<file path="src/rtl/miner_pkg.sv">
// Shared types and sizes for the mining datapath: scheduler, preprocessor and hash core.
package miner_pkg;

    localparam int MESSAGE_SIZE_DEF = 640;
    localparam int NONCE_WIDTH_DEF  = 32;
    localparam int DIGEST_WIDTH     = 256;
    localparam int ATTEMPT_WIDTH    = 32;
    localparam int SLICE_WIDTH      = 64;
    localparam int SLICE_COUNT      = DIGEST_WIDTH / SLICE_WIDTH;

    localparam logic [ATTEMPT_WIDTH-1:0] ATTEMPT_MAX = '1;

    typedef enum logic [2:0] {
        ST_IDLE       = 3'd0,
        ST_PRE_START  = 3'd1,
        ST_PRE_WAIT   = 3'd2,
        ST_HASH_START = 3'd3,
        ST_HASH_WAIT  = 3'd4,
        ST_COMPARE    = 3'd5,
        ST_DRAIN      = 3'd6
    } state_e;

    function automatic logic [ATTEMPT_WIDTH-1:0] sat_inc(input logic [ATTEMPT_WIDTH-1:0] v);
        return (v == ATTEMPT_MAX) ? v : v + 1'b1;
    endfunction

endpackage

</file>
<file path="src/rtl/nonce_scheduler_if.sv">
// Job, preprocessor and hash-core signals of the nonce scheduler, bundled for one port.
interface nonce_scheduler_if
    import miner_pkg::*;
#(
    parameter int MESSAGE_SIZE = MESSAGE_SIZE_DEF,
    parameter int NONCE_WIDTH  = NONCE_WIDTH_DEF
) ();

    // Every handshake here is a single-cycle pulse with no back-pressure: start/abort from
    // the host, pre_begin/hash_start out to the datapath, pre_done/hash_done back; a pulse
    // is acted on only in the state that expects it and is otherwise dropped.
    logic                                  start;
    logic                                  abort;
    logic [MESSAGE_SIZE-NONCE_WIDTH-1:0]   header_in;
    logic [NONCE_WIDTH-1:0]                nonce_first;
    logic [NONCE_WIDTH-1:0]                nonce_last;
    logic [DIGEST_WIDTH-1:0]               target;

    logic                                  pre_begin;
    logic [MESSAGE_SIZE-1:0]               pre_msg;
    logic                                  pre_done;
    logic                                  hash_start;
    logic                                  hash_done;
    logic [DIGEST_WIDTH-1:0]               hash_in;

    logic                                  busy;
    logic                                  found;
    logic                                  exhausted;
    logic [NONCE_WIDTH-1:0]                nonce_out;
    logic [ATTEMPT_WIDTH-1:0]              attempts;
    state_e                                dbg_state;

    modport master (
        input  start, abort, header_in, nonce_first, nonce_last, target,
        input  pre_done, hash_done, hash_in,
        output pre_begin, pre_msg, hash_start,
        output busy, found, exhausted, nonce_out, attempts, dbg_state
    );

    modport slave (
        output start, abort, header_in, nonce_first, nonce_last, target,
        output pre_done, hash_done, hash_in,
        input  pre_begin, pre_msg, hash_start,
        input  busy, found, exhausted, nonce_out, attempts, dbg_state
    );

endinterface

</file>
<file path="src/rtl/digest_compare.sv">
// Registered unsigned digest < target, evaluated as four 64-bit slices from the top down.
module digest_compare
    import miner_pkg::*;
(
    input  logic                    clk,
    input  logic                    n_rst,
    input  logic                    en_i,
    input  logic [DIGEST_WIDTH-1:0] a_i,
    input  logic [DIGEST_WIDTH-1:0] b_i,
    output logic                    lt_o
);

    logic [SLICE_COUNT-1:0] slice_lt;
    logic [SLICE_COUNT-1:0] slice_eq;
    logic                   lt_d;
    logic                   lt_q;

    for (genvar g = 0; g < SLICE_COUNT; g++) begin : g_slice
        assign slice_lt[g] = a_i[g*SLICE_WIDTH +: SLICE_WIDTH] <  b_i[g*SLICE_WIDTH +: SLICE_WIDTH];
        assign slice_eq[g] = a_i[g*SLICE_WIDTH +: SLICE_WIDTH] == b_i[g*SLICE_WIDTH +: SLICE_WIDTH];
    end

    // The most significant unequal slice decides; all-equal means not less.
    always_comb begin
        lt_d = 1'b0;
        for (int i = 0; i < SLICE_COUNT; i++) begin
            if (slice_lt[i]) lt_d = 1'b1;
            else if (!slice_eq[i]) lt_d = 1'b0;
        end
    end

    always_ff @(posedge clk or negedge n_rst) begin
        if (!n_rst) begin
            lt_q <= 1'b0;
        end else if (en_i) begin
            lt_q <= lt_d;
        end
    end

    assign lt_o = lt_q;

endmodule

</file>
<file path="src/rtl/nonce_scheduler.sv">
// Runs one mining job: walks the nonce range, launching preprocessor and hash core per nonce.
module nonce_scheduler
    import miner_pkg::*;
#(
    parameter int MESSAGE_SIZE = MESSAGE_SIZE_DEF,
    parameter int NONCE_WIDTH  = NONCE_WIDTH_DEF
) (
    input  logic              clk,
    input  logic              n_rst,
    nonce_scheduler_if.master bus
);

    localparam int HEADER_W = MESSAGE_SIZE - NONCE_WIDTH;

    state_e                    state_q;
    logic [HEADER_W-1:0]       header_q;
    logic [NONCE_WIDTH-1:0]    nonce_q;
    logic [NONCE_WIDTH-1:0]    last_q;
    logic [DIGEST_WIDTH-1:0]   target_q;
    logic                      found_q;
    logic                      exhausted_q;
    logic [ATTEMPT_WIDTH-1:0]  attempts_q;
    logic                      pre_begin_q;
    logic                      hash_start_q;
    logic                      drain_hash_q;
    logic                      hash_accept;
    logic                      hit;

    assign hash_accept = (state_q == ST_HASH_WAIT) && bus.hash_done && !bus.abort;

    digest_compare u_digest_compare (
        .clk   (clk),
        .n_rst (n_rst),
        .en_i  (hash_accept),
        .a_i   (bus.hash_in),
        .b_i   (target_q),
        .lt_o  (hit)
    );

    // drain_hash_q records which completion pulse DRAIN is waiting for.
    always_ff @(posedge clk or negedge n_rst) begin
        if (!n_rst) begin
            state_q      <= ST_IDLE;
            header_q     <= '0;
            nonce_q      <= '0;
            last_q       <= '0;
            target_q     <= '0;
            found_q      <= 1'b0;
            exhausted_q  <= 1'b0;
            attempts_q   <= '0;
            pre_begin_q  <= 1'b0;
            hash_start_q <= 1'b0;
            drain_hash_q <= 1'b0;
        end else begin
            pre_begin_q  <= 1'b0;
            hash_start_q <= 1'b0;
            case (state_q)
                ST_IDLE: begin
                    if (bus.start) begin
                        header_q    <= bus.header_in;
                        nonce_q     <= bus.nonce_first;
                        last_q      <= bus.nonce_last;
                        target_q    <= bus.target;
                        found_q     <= 1'b0;
                        exhausted_q <= 1'b0;
                        attempts_q  <= '0;
                        pre_begin_q <= 1'b1;
                        state_q     <= ST_PRE_START;
                    end
                end
                ST_PRE_START: begin
                    if (bus.abort) begin
                        drain_hash_q <= 1'b0;
                        state_q      <= ST_DRAIN;
                    end else begin
                        state_q <= ST_PRE_WAIT;
                    end
                end
                ST_PRE_WAIT: begin
                    if (bus.abort) begin
                        drain_hash_q <= 1'b0;
                        state_q      <= bus.pre_done ? ST_IDLE : ST_DRAIN;
                    end else if (bus.pre_done) begin
                        hash_start_q <= 1'b1;
                        state_q      <= ST_HASH_START;
                    end
                end
                ST_HASH_START: begin
                    if (bus.abort) begin
                        drain_hash_q <= 1'b1;
                        state_q      <= ST_DRAIN;
                    end else begin
                        state_q <= ST_HASH_WAIT;
                    end
                end
                ST_HASH_WAIT: begin
                    if (bus.abort) begin
                        drain_hash_q <= 1'b1;
                        state_q      <= bus.hash_done ? ST_IDLE : ST_DRAIN;
                    end else if (bus.hash_done) begin
                        state_q <= ST_COMPARE;
                    end
                end
                ST_COMPARE: begin
                    if (bus.abort) begin
                        state_q <= ST_IDLE;
                    end else begin
                        attempts_q <= sat_inc(attempts_q);
                        if (hit) begin
                            found_q <= 1'b1;
                            state_q <= ST_IDLE;
                        end else if (nonce_q == last_q) begin
                            exhausted_q <= 1'b1;
                            state_q     <= ST_IDLE;
                        end else begin
                            nonce_q     <= nonce_q + 1'b1;
                            pre_begin_q <= 1'b1;
                            state_q     <= ST_PRE_START;
                        end
                    end
                end
                ST_DRAIN: begin
                    if (drain_hash_q ? bus.hash_done : bus.pre_done) begin
                        state_q <= ST_IDLE;
                    end
                end
                default: state_q <= ST_IDLE;
            endcase
        end
    end

    assign bus.pre_begin  = pre_begin_q;
    assign bus.hash_start = hash_start_q;
    assign bus.pre_msg    = {header_q, nonce_q};
    assign bus.busy       = (state_q != ST_IDLE);
    assign bus.found      = found_q;
    assign bus.exhausted  = exhausted_q;
    assign bus.nonce_out  = nonce_q;
    assign bus.attempts   = attempts_q;
    assign bus.dbg_state  = state_q;

endmodule

</file>
<file path="src/flat_wrapper.sv">
// flat-port wrapper written by rule: the top's interface ports become plain ports
module nonce_scheduler_flat import miner_pkg::*;
#(
    parameter int MESSAGE_SIZE = MESSAGE_SIZE_DEF,
    parameter int NONCE_WIDTH  = NONCE_WIDTH_DEF
)
  (clk, n_rst, bus_start, bus_abort, bus_header_in, bus_nonce_first, bus_nonce_last, bus_target, bus_pre_done, bus_hash_done, bus_hash_in, bus_pre_begin, bus_pre_msg, bus_hash_start, bus_busy, bus_found, bus_exhausted, bus_nonce_out, bus_attempts, bus_dbg_state);
  nonce_scheduler_if #(.MESSAGE_SIZE(MESSAGE_SIZE), .NONCE_WIDTH(NONCE_WIDTH)) bus_i ();
  input  logic clk;
  input  logic n_rst;
  input wire logic [$bits(bus_i.start)-1:0] bus_start;
  input wire logic [$bits(bus_i.abort)-1:0] bus_abort;
  input wire logic [$bits(bus_i.header_in)-1:0] bus_header_in;
  input wire logic [$bits(bus_i.nonce_first)-1:0] bus_nonce_first;
  input wire logic [$bits(bus_i.nonce_last)-1:0] bus_nonce_last;
  input wire logic [$bits(bus_i.target)-1:0] bus_target;
  input wire logic [$bits(bus_i.pre_done)-1:0] bus_pre_done;
  input wire logic [$bits(bus_i.hash_done)-1:0] bus_hash_done;
  input wire logic [$bits(bus_i.hash_in)-1:0] bus_hash_in;
  output wire logic [$bits(bus_i.pre_begin)-1:0] bus_pre_begin;
  output wire logic [$bits(bus_i.pre_msg)-1:0] bus_pre_msg;
  output wire logic [$bits(bus_i.hash_start)-1:0] bus_hash_start;
  output wire logic [$bits(bus_i.busy)-1:0] bus_busy;
  output wire logic [$bits(bus_i.found)-1:0] bus_found;
  output wire logic [$bits(bus_i.exhausted)-1:0] bus_exhausted;
  output wire logic [$bits(bus_i.nonce_out)-1:0] bus_nonce_out;
  output wire logic [$bits(bus_i.attempts)-1:0] bus_attempts;
  output wire logic [$bits(bus_i.dbg_state)-1:0] bus_dbg_state;
  assign bus_i.start = bus_start;
  assign bus_i.abort = bus_abort;
  assign bus_i.header_in = bus_header_in;
  assign bus_i.nonce_first = bus_nonce_first;
  assign bus_i.nonce_last = bus_nonce_last;
  assign bus_i.target = bus_target;
  assign bus_i.pre_done = bus_pre_done;
  assign bus_i.hash_done = bus_hash_done;
  assign bus_i.hash_in = bus_hash_in;
  assign bus_pre_begin = bus_i.pre_begin;
  assign bus_pre_msg = bus_i.pre_msg;
  assign bus_hash_start = bus_i.hash_start;
  assign bus_busy = bus_i.busy;
  assign bus_found = bus_i.found;
  assign bus_exhausted = bus_i.exhausted;
  assign bus_nonce_out = bus_i.nonce_out;
  assign bus_attempts = bus_i.attempts;
  assign bus_dbg_state = bus_i.dbg_state;
  nonce_scheduler #(.MESSAGE_SIZE(MESSAGE_SIZE), .NONCE_WIDTH(NONCE_WIDTH)) u_core (.clk(clk), .n_rst(n_rst), .bus(bus_i));
endmodule
</file>
<file path="config.mk">
export PLATFORM = sky130hd
export DESIGN_NAME = nonce_scheduler_flat
export DESIGN_NICKNAME = d
export VERILOG_FILES = /design/src/rtl/miner_pkg.sv /design/src/rtl/nonce_scheduler_if.sv /design/src/rtl/digest_compare.sv /design/src/rtl/nonce_scheduler.sv /design/src/flat_wrapper.sv
export SDC_FILE = /design/constraint.sdc
export NUM_CORES = 2
export LEC_CHECK = 0
export BUFFER_PORTS_ARGS = -buffer_cell sky130_fd_sc_hd__buf_2
export CORE_AREA = 2 2 739 741
export CTS_BUF_LIST = sky130_fd_sc_hd__clkbuf_16
export DETAILED_ROUTE_END_ITERATION = 8
export DIE_AREA = 0 0 741 743
export GPL_ROUTABILITY_DRIVEN = 0
export SKIP_CTS_REPAIR_TIMING = 1
export SYNTH_ARGS = -nofsm -noshare
export SYNTH_HDL_FRONTEND = slang
export SYNTH_SLANG_ARGS = --single-unit
</file>
<file path="constraint.sdc">
create_clock -name clk -period 5.5 [get_ports clk]
set_clock_uncertainty 0.05 [all_clocks]
set_input_delay 0.825 -clock clk [delete_from_list [all_inputs] [get_ports clk]]
set_output_delay 0.825 -clock clk [all_outputs]
set_load 0.005 [all_outputs]
</file>
======== Yosys cells after proc, flatten, opt, wreduce, memory -nomap -nowiden ========
Cells that the tools add are included.
word-level totals
  bits in writable memories ............... 0
  logic and storage cells ................. 107
  memories kept ........................... 0
  output and inout port bits .............. 712
  latch bits .............................. 0
  bits of input ports ..................... 1190
  flip-flop bits (word level) ............. 969
  memory bits (read-only) ................. 0
operators by class
  divide/modulo/power cells ............... 0
  shifts and indexed selects .............. 0
  multiply operators ...................... 0
  eq/ne operators ......................... 23
  $add $sub $neg .......................... 2
  reductions and logical operators ........ 16
  $lt $le $gt $ge ......................... 4
  mux-type cells .......................... 50
  bitwise gates (word level) .............. 0
operator list
  cell                     number
  $lt A64 B64 Y1           4
  $mux W32                 7
  $eq A64 B64 Y1           3
  $pmux W32 S2             2
  $add A32 B1 Y32 const B  2
  $mux W3                  11
  $eq A32 B32 Y1           1
  $eq A32 B32 Y1 const B   1
  $mux W1                  24
  $pmux W3 S7              1
  $ne A2 B2 Y1 const B     6
  $reduce_and A4 Y1        3
  $reduce_and A5 Y1        2
  $eq A3 B3 Y1 const B     3
  $ne A2 B1 Y1 const B     4
  $pmux W1 S2              4
  $eq A3 B2 Y1 const B     2
  $ne A3 B3 Y1 const B     2
  $reduce_bool A2 Y1       2
  $reduce_or A2 Y1         2
  $eq A3 B1 Y1 const B     1
  $logic_not A3 Y1         1
  $reduce_and A3 Y1        1
  $reduce_bool A3 Y1       1
  4 further kinds          5

======== Longest topological paths before layout ========
  depth after elaboration ................. 8
  gate-level depth with buffers ........... 10
  mapped depth without buffers ............ 10

======== Cells and area by module ========
From an unflattened synthesis, not the netlist that was laid out.
second synthesis, totals
  cell total of the unflattened synthesis .. 5295
  area total of the unflattened synthesis .. 44726.6 um^2
by module, submodules not included
  module           cells an instance  times used  sequential area each (um^2)  area an instance (um^2)
  nonce_scheduler  4389               1           24223.2                      38232.9
  digest_compare   906                1           25.0                         6493.7

======== Least setup slack after synthesis ========
OpenSTA, ideal clock, no wires.
  path type ............................... input to register
  from .................................... input bus_hash_in[223]
  to ...................................... register u_core.u_digest_compare.lt_q (netlist: u_core.u_digest_compare.lt_o)
  cell stages on the path ................. 9
  library setup time ...................... 0.077 ns
  path slack .............................. 2.768 ns
  arrival ................................. 2.604 ns
  required time ........................... 5.373 ns
  cell sequence ........................... ha_1 nand4_1 nor3_1 nand4_1 nor4_1 o211ai_1 o41ai_1 a211oi_1 a21oi_1
between the ends
  cells in the longest elaborated chain, start to end .. 3
ends and longest elaborated chain
  what                                                                    RTL line              source
  start, declared                                                         flat_wrapper.sv:19    input wire logic [$bits(bus_i.hash_in)-1:0] bus_hash_in;
  parallel branches: the longest is 2 deep, another holds $lt A64 B64 Y1  -
  $mux W1 (*)                                                             digest_compare.sv:27  if (slice_lt[i]) lt_d = 1'b1;
  end signal, assigned                                                    digest_compare.sv:36  lt_q <= lt_d;
  end, declared                                                           digest_compare.sv:16  logic lt_q;
Mark *: on every way between the ends.
A chain may end at the register's enable or synchronous reset.

======== Worst setup path after layout ========
  from .................................... register u_core.nonce_q[17] (netlist: u_core.bus.nonce_out[17])
  to ...................................... register u_core.nonce_q[31] (netlist: u_core.bus.nonce_out[31])
between the ends
  cells in the longest elaborated chain, start to end .. 5
ends and longest elaborated chain
  what                    RTL line                source
  start, declared         nonce_scheduler.sv:17   logic [NONCE_WIDTH-1:0] nonce_q;
  start signal, assigned  nonce_scheduler.sv:61   nonce_q <= bus.nonce_first;
  start signal, assigned  nonce_scheduler.sv:116  nonce_q <= nonce_q + 1'b1;
  $add A32 B1 Y32         nonce_scheduler.sv:116
  $mux W32                nonce_scheduler.sv:112  end else if (nonce_q == last_q) begin
  $mux W32                nonce_scheduler.sv:109  if (hit) begin
  $mux W32                nonce_scheduler.sv:105  if (bus.abort) begin
  $pmux W32 S2            nonce_scheduler.sv:57   case (state_q)
Parallel ways exist; a longest one is shown, timed or not. The select of a mux whose other input is x is not followed.

==> results.toml <==
[status]
outcome = "complete, but fails checks"
violations = "antenna violations"

[routing]
wl_um = 487500
drcViolationCount = 0
first_pass_iteration_count_of_the_detailed_router = 8
vias = 46990
route.detailed.wl_per_inst_um = 33.68
drt.antenna.violating_nets = 1
drt_iter0_drc = 4320
viasPerCell = 3.247

[cells_and_area]
syn_to_final_growth_pct = 53.25
total_area_of_sequential_cells_mm2 = 0.02425
multiInputGateArea_mm2 = 0.01738
stdcell_area_mm2 = 0.06713
drive_gt1_share_pct = 31.32
n_fill_cell = 62640
design.final.nets = 8275

[timing]
timing.slew.headroom_pct = 9.931
finalWorstPathRequiredPeriod_ps = 3694
hold_viol_final = 0
finalSetupTns_ps = 0
unrepaired_setup_endpoints_after_global_routing = "no"
worst_slew_pin_tran_ps = 1351
final-max-slew-violation-count = 0
maximum_frequency_from_static_timing_analysis_ghz = 0.2707
finalSetupViolCount = 0
final_critical_path_setup_slack_ps = 1806
final_min_period_over_clock_period_pct = 67.16

[grt]
grt_remaining_overflow = 0
first_global_vias = 43860
grt_max_degree = 204
grtUsageTotal_pct = 16.99
grt_pass1_wl_um = 578200
antenna_violations_before_repair = 614

[clock_network]
clock_path_buffers = 4
clock_tree_from_tritoncts = "done"
clock_tree.htree_level_count = 4
number_of_sinks_handled_by_clock_tree_synthesis = 969
cts.clk_slew.worst_paths_ps = 60
cts-buffers-inserted = 141
cts_root_buf = "sky130_fd_sc_hd__clkbuf_16"
clock_latency_ps = 850

[logic_synthesis]
mappedNetlistNets = 6433
fraction_of_registers_with_async_set_or_reset_after_synthesis_pct = 100.0
count_of_flip_flops_with_a_built_in_enable_after_synthesis = 0
synth-seq-area-share_pct = 55.35
synth_top_cells_by_area = "sky130_fd_sc_hd__dfrtp_1 (55%), sky130_fd_sc_hd__nand2_1 (19%), sky130_fd_sc_hd__ha_1 (7.3%)"
synth.cell_area_mm2 = 0.04381
synthesis.instances = 4986
yosys.area.top_type = "sky130_fd_sc_hd__dfrtp_1"
post_synth_most_frequent_cells = "sky130_fd_sc_hd__nand2_1 (2256), sky130_fd_sc_hd__dfrtp_1 (969), sky130_fd_sc_hd__o21ai_0 (310), sky130_fd_sc_hd__inv_1 (266), sky130_fd_sc_hd__ha_1 (257)"
synth_most_common_cell = "sky130_fd_sc_hd__nand2_1"
synth.ff_latch_count = 969
postSynthAreaPerCell_um2 = 8.786
synth_flop_cell = "sky130_fd_sc_hd__dfrtp_1"
yosys.cell_types.count = 66
synth-warning-count = 0
post-synth-top-area-fraction_pct = 55.35

[hold_path]
worstHoldPathType = "in2reg"
hold-path-cell-count = 3

[critical_path]
worst_setup_path_end_kind = "flop"
worst_path_max_delay_cell = "sky130_fd_sc_hd__nor4_1"
crit_path_start_kind = "flop"
critical-path-max-stage-delay_ps = 840
worstPathCellList = "xor2_1 -> nor4_1 -> nand4_1 -> nor2_1 -> o41a_1 -> inv_2 -> o21a_1 -> o22a_1"
worstPathRequired_ps = 6160
worst-r2r-cell-count = 8
worstPathArrival_ps = 4360
cp_max_fo = 25
timing_worst_setup_path_type = "reg2reg"

[place]
portBuffers = 1901
place_hpwl_um = 436000
setup_slack_after_placement_ps = 1550
detailed_place.area_mm2 = 0.06188

[power_and_ir_drop]
power_after_layout_mw = 40.90
power_per_cell_area_mw_per_mm2 = 609.3
ir_drop_v = 0.0002477
leakage_nw = 33.37

[floorplanning]
die_h_um = 743
chipWidth_um = 741
floorplan.die_area_mm2 = 0.5506
placement_row_count = 271
pin_count = 1902
core_mm2 = 0.5429
start_util_pct = 8.069

[flow_run]
cap_violations = 0
layout make-up:
| type | instances | area share (%) |
|---|---|---|
| tap | 7234 | 13.48 |
| inverter | 267 | 1.493 |
| clock inverter | 105 | 1.405 |
| multi-input combinational | 3491 | 25.89 |
| clock buffer | 141 | 5.256 |
| antenna | 306 | 1.141 |
| sequential | 969 | 36.12 |
| timing repair buffer | 1958 | 15.21 |
worst max-delay path, delay by kind of cell (launching register included):
family                 cells  cell delay (ps)
flip-flops                 1              510
AO/OA/AOI/OAI              3              850
XOR/XNOR                   1              230
AND/OR/NAND/NOR            3             1530
buffers and inverters      1              390
cells by family (layout without fill, tap and decap cells):
| group | Yosys count | after routing | synth area share [%] |
|---|---|---|---|
| simple gates | 2577 | 2577 | 23.29 |
| fa+ha+maj | 257 | 257 | 7.341 |
| flops | 969 | 969 | 55.35 |
| buf+inv | 526 | 2471 | 4.993 |
| other cells | 0 | 306 | 0 |
| mux | 2 | 2 | 0.04570 |
| compound gates | 594 | 594 | 7.755 |
| xor+xnor | 61 | 61 | 1.220 |
routing by layer:
layer	vias to the layer above	part of all wire (%)	GRT usage (%)
li1	20030	-	-
met2	3361	39	24.05
met3	1533	22	17.34
met4	404	6.3	7.970
met1	21670	32	15.84
met5	-	0.57	0
final timing paths:
kind                                                           start                              endpoint  slack, ps
worst max register to register  u_core.bus.nonce_out[17]$_DFFE_PN0P_  u_core.bus.nonce_out[31]$_DFFE_PN0P_       1810
worst min register to register       u_core.header_q[92]$_DFFE_PN0P_       u_core.header_q[92]$_DFFE_PN0P_        410
max in group asynchronous                                      n_rst       u_core.header_q[78]$_DFFE_PN0P_       3200
min in group asynchronous                                      n_rst       u_core.target_q[43]$_DFFE_PN0P_        480
worst max-delay path            u_core.bus.nonce_out[17]$_DFFE_PN0P_  u_core.bus.nonce_out[31]$_DFFE_PN0P_       1810
worst min-delay path                              bus_header_in[504]      u_core.header_q[504]$_DFFE_PN0P_        100
power breakdown:
part	internal, mW	total, mW	switching [mW]
clock network	5.24	9.32	4.08
logic	4.88	19.4	14.5
registers	10.4	12.2	1.82
total	20.5	40.9	20.4
placed cells by master, fill, tap and decap left out, drive strengths merged, types with 12 or more instances in the layout:
cell and n:
dfrtp 969, a211oi 13, nand2 2256, nand3 53
a21o 60, ha 257, diode 306, buf 1957
inv 307, o21ai 311, clkbuf 141, nor2 104
and3 12, clkinv 44, xor2 54, a21oi 125
a31oi 13, o22ai 13, nor4 20, nor3 25
nand4 69
stage by stage:
step | util [%] | hold WS [ps] | std cells
2_1_floorplan | - | 396.7 | 4986
6_report | 12.37 | 98.22 | 14470
5_1_grt | 12.30 | 40.53 | 14320
3_5_place_dp | 11.40 | 407.4 | 13920
4_1_cts | 12.22 | -189.7 | 14160
3_3_place_gp | 11.40 | 404.4 | 13920
sequential cells by signal (all words and copies together) (netlist names):
signal                        flops
u_core.bus.nonce_out             32
u_core.bus.pre_begin              1
u_core.header_q                 608
u_core.last_q                    32
u_core.bus.attempts              32
u_core.bus.exhausted              1
u_core.bus.dbg_state              3
u_core.bus.hash_start             1
u_core.bus.found                  1
u_core.u_digest_compare.lt_o      1
u_core.target_q                 256
u_core.drain_hash_q               1
Power figures use the tool's default switching activity.
